File: src/rtl/dual_issue_sequencer.sv
// dual_issue_sequencer
// Issue-stage sequencer between fetch and the two execute lanes. Independent
// instruction pairs issue together; a pair whose i1 reads a register that i0
// writes is split and issued over two cycles, with i1 parked in a hold register.
//
// Ports:
//   clk, rst                   clock, synchronous active-high reset
//   in_valid / in_ready        fetch handshake (in_ready is combinational)
//   in_i0, in_i1, in_i1_valid  instruction pair from fetch (i0 older)
//   has_RAW_dependence         i1 depends on i0, from the dependence detector
//   flush                      drop held and not-yet-accepted output instructions
//   out_ready                  execute lanes accept the current output
//   out_valid0/1, out_instr0/1 registered lane outputs
//   split_count                pairs split due to RAW, wraps at 2^CNT_W
module dual_issue_sequencer #(
    parameter int unsigned CNT_W = 16
) (
    input  logic             clk,
    input  logic             rst,
    input  logic             in_valid,
    output logic             in_ready,
    input  logic [31:0]      in_i0,
    input  logic [31:0]      in_i1,
    input  logic             in_i1_valid,
    input  logic             has_RAW_dependence,
    input  logic             flush,
    input  logic             out_ready,
    output logic             out_valid0,
    output logic [31:0]      out_instr0,
    output logic             out_valid1,
    output logic [31:0]      out_instr1,
    output logic [CNT_W-1:0] split_count
);

    localparam int unsigned INSTR_W = 32;

    localparam logic [0:0] ST_RUN   = 1'b0;
    localparam logic [0:0] ST_SPLIT = 1'b1;

    logic [0:0]         state_q, state_d;
    logic               valid0_q, valid0_d;
    logic               valid1_q, valid1_d;
    logic [INSTR_W-1:0] instr0_q, instr0_d;
    logic [INSTR_W-1:0] instr1_q, instr1_d;
    logic [INSTR_W-1:0] hold_q, hold_d;
    logic [CNT_W-1:0]   cnt_q, cnt_d;

    logic adv;
    logic accept;
    logic split;

    // Output register may load when empty or being consumed this cycle.
    assign adv      = !valid0_q || out_ready;
    assign in_ready = (state_q == ST_RUN) && adv && !flush;
    assign accept   = in_valid && in_ready;
    // RAW is only meaningful when i1 is present.
    assign split    = accept && in_i1_valid && has_RAW_dependence;

    // Next-state and next-output logic.
    always_comb begin
        state_d  = state_q;
        valid0_d = valid0_q;
        valid1_d = valid1_q;
        instr0_d = instr0_q;
        instr1_d = instr1_q;
        hold_d   = hold_q;
        cnt_d    = cnt_q;

        if (flush) begin
            state_d  = ST_RUN;
            valid0_d = 1'b0;
            valid1_d = 1'b0;
            hold_d   = '0;
        end else begin
            case (state_q)
                ST_RUN: begin
                    if (accept) begin
                        instr0_d = in_i0;
                        valid0_d = 1'b1;
                        if (split) begin
                            valid1_d = 1'b0;
                            hold_d   = in_i1;
                            state_d  = ST_SPLIT;
                            cnt_d    = cnt_q + CNT_W'(1);
                        end else begin
                            instr1_d = in_i1;
                            valid1_d = in_i1_valid;
                        end
                    end else if (adv) begin
                        valid0_d = 1'b0;
                        valid1_d = 1'b0;
                    end
                end
                ST_SPLIT: begin
                    // Issue the parked i1 alone on lane 0.
                    if (adv) begin
                        instr0_d = hold_q;
                        valid0_d = 1'b1;
                        valid1_d = 1'b0;
                        state_d  = ST_RUN;
                    end
                end
                default: begin
                    state_d = ST_RUN;
                end
            endcase
        end
    end

    // State and output registers.
    always_ff @(posedge clk) begin
        if (rst) begin
            state_q  <= ST_RUN;
            valid0_q <= 1'b0;
            valid1_q <= 1'b0;
            instr0_q <= '0;
            instr1_q <= '0;
            hold_q   <= '0;
            cnt_q    <= '0;
        end else begin
            state_q  <= state_d;
            valid0_q <= valid0_d;
            valid1_q <= valid1_d;
            instr0_q <= instr0_d;
            instr1_q <= instr1_d;
            hold_q   <= hold_d;
            cnt_q    <= cnt_d;
        end
    end

    assign out_valid0  = valid0_q;
    assign out_valid1  = valid1_q;
    assign out_instr0  = instr0_q;
    assign out_instr1  = instr1_q;
    assign split_count = cnt_q;

endmodule

File: config.mk
export PLATFORM = sky130hd
export DESIGN_NAME = dual_issue_sequencer
export DESIGN_NICKNAME = d
export VERILOG_FILES = /design/src/rtl/dual_issue_sequencer.sv
export SDC_FILE = /design/constraint.sdc
export NUM_CORES = 1
export LEC_CHECK = 0
export CORE_ASPECT_RATIO = 1.5
export CORE_MARGIN = 3
export CORE_UTILIZATION = 40
export CTS_BUF_LIST = sky130_fd_sc_hd__clkbuf_4
export CTS_CLUSTER_DIAMETER = 40
export DETAILED_ROUTE_END_ITERATION = 10
export PLACE_DENSITY = 0.74
export SLEW_MARGIN = 40
export SYNTH_ARGS = -nofsm -noshare
export SYNTH_HDL_FRONTEND = slang
export SYNTH_SLANG_ARGS = --single-unit
File: constraint.sdc
create_clock -name clk -period 1.5 [get_ports clk]
set_input_delay 0.375 -clock clk [delete_from_list [all_inputs] [get_ports clk]]
set_output_delay 0.375 -clock clk [all_outputs]
set_load 0.01 [all_outputs]
==> run_summary.xml, run 1 <==
<?xml version="1.0" encoding="UTF-8"?>
<metrics>
  <group name="outcome">
    <metric name="run_status" unit="">finished with violations</metric>
    <metric name="failed_checks" unit="">setup timing</metric>
  </group>
  <group name="route">
    <metric name="detailroute.via_count" unit="">4774</metric>
    <metric name="top_layer_used" unit="">met4</metric>
    <metric name="average_routed_wire_per_standard_cell" unit="µm">17.58</metric>
    <metric name="detail_route.drc_violations" unit="">0</metric>
    <metric name="met1Wirelength" unit="mm">6.081</metric>
    <metric name="routed-wl-met3" unit="µm">765</metric>
    <metric name="totalWireLength" unit="mm">15.95</metric>
    <metric name="drt_pass1_iterations" unit="">4</metric>
    <metric name="routed_via_density" unit="">5.264</metric>
    <metric name="dr_wl_met2" unit="mm">8.551</metric>
    <metric name="route.antenna.remaining_nets" unit="">0</metric>
    <metric name="drt_iter0_markers" unit="">185</metric>
  </group>
  <group name="worst_setup_path">
    <metric name="critPathMaxFanout" unit="">2</metric>
    <metric name="critical_path_buffers_and_inverters" unit="">1</metric>
    <metric name="critical_path.endpoint_type" unit="">primary output</metric>
    <metric name="crit_arrival" unit="ns">1.30</metric>
    <metric name="cp_data_required_time" unit="ns">1.12</metric>
    <metric name="crit_path_top_delay_cell" unit="">dfxtp_2</metric>
    <metric name="worstSetupStartpointType" unit="">register</metric>
    <metric name="cpPeakStageDelay" unit="ns">0.34</metric>
    <metric name="reg2reg_setup_slack" unit="ns">-0.12</metric>
    <metric name="crit_end" unit="">in_ready</metric>
    <metric name="path_class" unit="">register to primary output</metric>
    <metric name="critical-path-top-delay-family" unit="">flip-flops</metric>
    <metric name="reg2reg_depth" unit="">6</metric>
    <metric name="crit-reg2reg-launch" unit="">state_q$_SDFF_PP0_</metric>
    <metric name="instance_count_on_the_critical_path" unit="">3</metric>
    <metric name="cp_startpoint" unit="">out_valid0$_SDFFE_PP0P_</metric>
    <metric name="critical_path.reg2reg.endpoint" unit="">split_count[15]$_SDFFE_PP0P_</metric>
    <metric name="crit_chain" unit="">nor2b_4 -&gt; nor3_2 -&gt; buf_2</metric>
  </group>
  <group name="floorplanning">
    <metric name="initial_core_utilization" unit="%">41.15</metric>
    <metric name="core_outline_area" unit="µm²">11060</metric>
    <metric name="die_area" unit="µm²">12720</metric>
    <metric name="die_h" unit="µm">136.6</metric>
    <metric name="die_w" unit="µm">93.08</metric>
    <metric name="io-pin-count" unit="">154</metric>
    <metric name="std_cell_rows" unit="">47</metric>
  </group>
  <group name="clock_tree">
    <metric name="cts_made_buffers" unit="">17</metric>
    <metric name="cts_hold_repair.buffers" unit="">0</metric>
    <metric name="root_buffer" unit="">clkbuf_4</metric>
    <metric name="cts_num_sinks" unit="">115</metric>
    <metric name="tritoncts_clock_tree" unit="">built</metric>
    <metric name="clock_latency" unit="ns">0.52</metric>
    <metric name="clock_path_buffers" unit="">2</metric>
    <metric name="ctsHtreeMaxLevel" unit="">4</metric>
    <metric name="clk_transition_reported_paths" unit="ns">0.11</metric>
  </group>
  <group name="logic_synthesis">
    <metric name="synth.distinct_cells" unit="">39</metric>
    <metric name="synth-seq-area-share" unit="%">50.61</metric>
    <metric name="synth.cell_area" unit="µm²">4549</metric>
    <metric name="postSynthAreaPerCell" unit="µm²">8.600</metric>
    <metric name="ys.warnings.count" unit="">0</metric>
    <metric name="yosys_register_bits" unit="">115</metric>
    <metric name="postSynth.asyncResetShare" unit="%">0</metric>
    <metric name="synth_enable_flop_cells" unit="">0</metric>
    <metric name="synthFlopType" unit="">dfxtp_1</metric>
    <metric name="synth.net_count" unit="">601</metric>
    <metric name="synthesis.instances" unit="">529</metric>
  </group>
  <group name="cells_and_area">
    <metric name="final_net_count" unit="">818</metric>
    <metric name="final_cell_mix" unit="">nand2_1, a21oi_1, dfxtp_2, clkdlybuf4s50_1, buf_2</metric>
    <metric name="stdcell_count" unit="">907</metric>
    <metric name="layout_commonest_cell" unit="">nand2_1</metric>
    <metric name="layout-area-overhead-vs-synth" unit="%">61.06</metric>
    <metric name="filler_cell_count" unit="">931</metric>
    <metric name="final_layout_size_suffix_gt1_share" unit="%">44.27</metric>
  </group>
  <group name="timing">
    <metric name="fin_hold_viols" unit="">0</metric>
    <metric name="setup_repair_after_global_routing_missed_its_margin" unit="">yes</metric>
    <metric name="fmaxAchievable" unit="GHz">0.5969</metric>
    <metric name="finalWorstPathRequiredPeriod" unit="ns">1.675</metric>
    <metric name="final_max_slew_viol_count" unit="">0</metric>
    <metric name="setup_viol_count_final" unit="">52</metric>
    <metric name="timing_worst_slew_pin_value" unit="ns">0.4307</metric>
    <metric name="fin_ws" unit="ns">-0.1754</metric>
    <metric name="clock-skew-final" unit="ns">0.01816</metric>
    <metric name="worst_slew_margin_relative_to_its_limit" unit="%">71.29</metric>
    <metric name="period_share" unit="%">111.7</metric>
  </group>
  <group name="placed_design">
    <metric name="placed_cells" unit="">826</metric>
    <metric name="hpwlAfterDp" unit="mm">9.880</metric>
    <metric name="port_buffers" unit="">153</metric>
    <metric name="place_congestion" unit="">0.8426</metric>
  </group>
  <group name="power">
    <metric name="power.density_cell_area" unit="nW/µm²">899.4</metric>
    <metric name="static_leakage_power" unit="nW">2.835</metric>
    <metric name="design_power_total" unit="mW">6.590</metric>
    <metric name="largest_voltage_drop_on_the_vdd_net" unit="mV">0.5608</metric>
  </group>
  <group name="global_routing">
    <metric name="grt-ovfl-total" unit="">0</metric>
    <metric name="antenna_violations_before_repair" unit="">1</metric>
    <metric name="grt_first_pass_wirelength" unit="mm">22.65</metric>
    <metric name="maximum_number_of_pins_on_one_net_before_global_route_repair" unit="">50</metric>
    <metric name="grt_usage" unit="%">22.99</metric>
    <metric name="grt_pass1_vias" unit="">4584</metric>
  </group>
  <group name="run">
    <metric name="drv.max_cap_violation_count" unit="">0</metric>
  </group>
  <group name="hold_path">
    <metric name="hp-start" unit="">rst</metric>
    <metric name="timing.hold.worst.class" unit="">input port to register</metric>
  </group>
</metrics>
==> logic make-up after synthesis <==
| family | Yosys count | share of synthesized area, % |
|---|---|---|
| DFF | 115 | 50.61 |
| adders and majority gates | 1 | 0.2750 |
| xor gates and xnor gates | 3 | 0.5777 |
| muxes | 33 | 7.288 |
| AOI/OAI and AO/OA | 122 | 15.57 |
| buffers and inverters | 40 | 4.180 |
| and+or+nand+nor | 215 | 21.51 |
==> stage by stage <==
| step | hold WS [ns] | worst slack [ns] | util, % | area (µm²) | setup TNS (ns) |
|---|---|---|---|---|---|
| floorplan | 0.4360 | 0.003048 | - | 4584 | 0 |
| global placement | 0.4425 | -0.5647 | 58.39 | 6455 | -47.80 |
| detailed placement | 0.4443 | -0.5916 | 58.39 | 6455 | -53.93 |
| CTS | 0.1697 | -0.2237 | 63.99 | 7074 | -1.555 |
| global route | 0.1800 | -0.2349 | 66.27 | 7327 | -6.955 |
| finish | 0.2036 | -0.1754 | 66.27 | 7327 | -2.294 |
==> layout make-up <==
| type | count | area, µm² | share of cell area, % |
|---|---|---|---|
| Inverter | 1 | 3.754 | 0.05123 |
| Sequential cell | 115 | 2412 | 32.92 |
| Timing Repair Buffer | 237 | 2093 | 28.57 |
| Clock inverter | 10 | 133.9 | 1.827 |
| Multi-Input combinational cell | 374 | 2332 | 31.83 |
| Clock buffer | 22 | 165.2 | 2.254 |
| Antenna cell | 1 | 2.502 | 0.03415 |
| Tap cell | 147 | 183.9 | 2.510 |
==> routing by layer <==
layer	GRT usage, %	vias to the layer above
li1	-	2275
met1	24.97	2287
met2	42.20	172
met3	5.171	40
met4	10.19	0
met5	0	-
==> worst min path at each step <==
stage	slack [ns]	cells after the start	to
floorplan	0.44	2	hold_q[0]$_SDFFE_PP0P_
detailed placement	0.44	2	out_valid1$_SDFF_PP0_
global route	0.18	3	out_valid1$_SDFF_PP0_
global placement	0.44	2	out_instr1[14]$_SDFFE_PP0P_
finish	0.20	3	out_valid1$_SDFF_PP0_
CTS	0.17	3	out_valid1$_SDFF_PP0_
==> power by group <==
part	internal, mW	total, mW	leakage [nW]	switching [mW]
sequential	3.16	3.22	0.970	0.0586
combinational	0.508	0.983	1.71	0.475
clock	1.24	2.38	0.154	1.15
==> what timing repair did <==
| item | 4_1_cts | 5_1_grt |
|---|---|---|
| cloned | 2 | 7 |
| buffers inserted | 16 | 24 |
| resized for setup | 349 | 137 |
| setup endpoints to repair | 141 | 169 |
| hold endpoints to repair | 0 | 0 |
| pin swaps | 16 | 10 |
==> Yosys cell counts (all sizes together), types with 6 or more instances <==
master  count  area, µm²
nor2       38      150.1
o31ai       7      52.55
nand3       6      47.55
nand4       7      65.06
mux2i      32      320.3
or4         7      52.55
a211oi     32      240.2
buf        17      88.83
dfxtp     115       2302
nand2     137      514.2
a21oi      79      395.4
clkbuf     21      88.83
==> worst reg2reg max path: stages (launching register included) <==
cell and delay (ns):
dfxtp_2 0.36, buf_12 0.13, nor2_4 0.16, buf_4 0.15, nand4_4 0.14, or4_4 0.51, a21oi_2 0.13
==> sequential cells by signal, summed over array words and instances, names as in the netlist <==
register     count
out_valid0       1
hold_q          32
out_instr0      32
out_valid1       1
out_instr1      32
split_count     16
state_q          1
(Power assumes the default switching activity.)
==> inputs of run 2 (changes only) <==
Settings changed: CTS_CLUSTER_DIAMETER 40 to unset.
==> results of run 2 <==
Final layout, timing and power as in run 1 (identical DEF).
==> patch, RTL diff (settings of run 2) <==
Reset style: asynchronous (`rst`), changed in one clocked block. Comments in the files are not updated.
--- a/src/rtl/dual_issue_sequencer.sv
+++ b/src/rtl/dual_issue_sequencer.sv
@@ -108,7 +108,7 @@
     end
 
     // State and output registers.
-    always_ff @(posedge clk) begin
+    always_ff @(posedge clk or posedge rst) begin
         if (rst) begin
             state_q  <= ST_RUN;
             valid0_q <= 1'b0;
Function: differs if rst is asserted again (counterexample within 4 cycles, from zero or initial values and one cycle with rst high); with rst held inactive, the same outputs for 4 cycles.
==> patch against run 2 <==
The run still ends with setup timing left. Sequential share of layout area grew 6.8 points. Setup slack lost 0.052 ns. Count of clock-buffer cells in the layout shrank 4. Synthesized area grew 6.7%. Sequential cell count is the same. Design area shrank 1.1%. Final cell count shrank 11%. Routed wire length shrank 13%. Critical endpoint unchanged. Highest routed layer unchanged.
Power is not compared: it rests on default switching activity, and its combinational part moved more than twofold at a synthesized area within 25%.
==> patch: results (changes against run 2) <==
[detailed_routing]
routed_wl_mm=13.9  ; -13%
drt_iter0_drc=115  ; -38%
vias_per_cell=4.92  ; -6.5%

[sta]
finClkSkew_ns=0.0101  ; -0.00801 ns
setup_ws_ns=-0.228  ; -0.0522 ns
slew_headroom=0.766  ; +0.0531
finalSetupViolations=92  ; +77%
hold_slack_ns=0.321  ; +0.117 ns

[critical_path]
critical_path_arrival_ns=1.35  ; +0.05 ns
rrSetupSlack_ns=-0.17  ; -0.05 ns
worst_path_max_delay_cell=dfrtp_2
slowest_delay_ns=0.41  ; +0.07 ns
r2r_start=state_q

[place]
dp_hpwl_mm=9.36  ; -5.3%
globalplace.congestion=0.806  ; -4.4%
placed_area_um2=6820  ; +5.7%

[clock_tree]
clk_pin_slew_worst_paths_ns=0.10
clock_latency_ns=0.50  ; -0.02 ns

[yosys]
synth.distinct_cells=28  ; -28%
yosysTopAreaCellShare=0.593  ; +0.0869
async_flop_share=1.00  ; +1.00
synth_nets=501  ; -17%
synthTopCellsByCount=115 x dfrtp_1, 43 x nand2_1, 38 x nor2_1
synthFlopType=dfrtp_1
ys_seq_area_frac=0.593  ; +0.0869
ys_top_cells_by_area=dfrtp_1 59%, mux2_2 7.0%, mux2i_1 6.6%

[final_layout]
nets=719  ; -12%
drive_gt1_frac=0.354  ; -0.0886

[run_status]
violations=setup timing
outcome=finished, violations left

[global_route]
grt_max_degree=49  ; -2.0%
grt_pass1_wl_mm=21.6  ; -4.5%
grt_pass1_vias=4301  ; -6.2%
track_usage=0.212  ; -0.0182

[worst_hold_path]
hp-class=input pin to async pin

[pwr]
intPower_mw=5.78

-- patch: metal layers --
layer	GRT usage	vias to the layer above	routed length, µm
met1	0.229	1943	5070
li1	-	1901	-
met4	0.0937	0	411
met3	0.0491	26	687
met2	0.383	111	7720
met5	0	-	0
-- patch: stage by stage --
step | cells | power (mW) | TNS (ns) | setup slack (ns) | util
2_1_floorplan | 429 | 4.61 | -34.56 | -0.274 | -
3_3_place_gp | 736 | 5.87 | -50.04 | -0.584 | 0.583
3_5_place_dp | 736 | 5.95 | -54.01 | -0.599 | 0.583
4_1_cts | 803 | 8.12 | -7.65 | -0.289 | 0.604
5_1_grt | 809 | 8.54 | -16.82 | -0.310 | 0.619
6_report | 809 | 8.09 | -9.37 | -0.228 | 0.619
-- patch: path summary, 6_finish.rpt --
path	cells after the start	to
worst max register to register	7	out_instr1[22]
worst max-delay path	3	in_ready
min in group clk	3	hold_q[11]
worst min-delay path	3	out_instr0[27]
worst min register to register	1	split_count[15]
max in group asynchronous	3	state_q
-- patch: worst min-delay path, delay by kind of cell --
kind     cells  cell delay [ns]
buf+inv      3             0.81
-- patch: cells by family (layout without fill, tap and decap cells) --
logic type      after synthesis  after routing  synth area share
other cells                   0              1                 0
xor+xnor                     15             15            0.0271
flops                       115            115             0.593
fa+ha+maj                     1              1           0.00258
mux                          64             64             0.140
buf+inv                      28            257            0.0271
simple gates                140            140             0.142
compound gates               66             66            0.0681
-- patch: what timing repair did --
item / in CTS / in global routing
setup buffers: 35 / 3
pin swaps: 4 / 4
setup endpoints to repair: 190 / 121
cloned: 2 / 4
resized for setup: 354 / 20
-- patch: layout make-up --
cell class	instances	area, µm²
Antenna cell	1	2.50
Multi-Input combinational cell	286	1960
Inverter	3	15.0
Tap cell	150	188
Clock inverter	12	141
Sequential cell	115	2880
Fill cell	960	4470
Timing Repair Buffer	224	1930
Clock buffer	18	135
-- patch: power by group through the flow --
stage / Sequential [mW] / Combinational (mW) / Clock (mW)
after CTS: 3.72 / 2.06 / 2.34
final: 3.72 / 2.12 / 2.25
after global routing: 3.77 / 2.29 / 2.49
after floorplan: 3.98 / 0.630 / 0
after detailed placement: 3.80 / 2.15 / 0
after global placement: 3.77 / 2.10 / 0
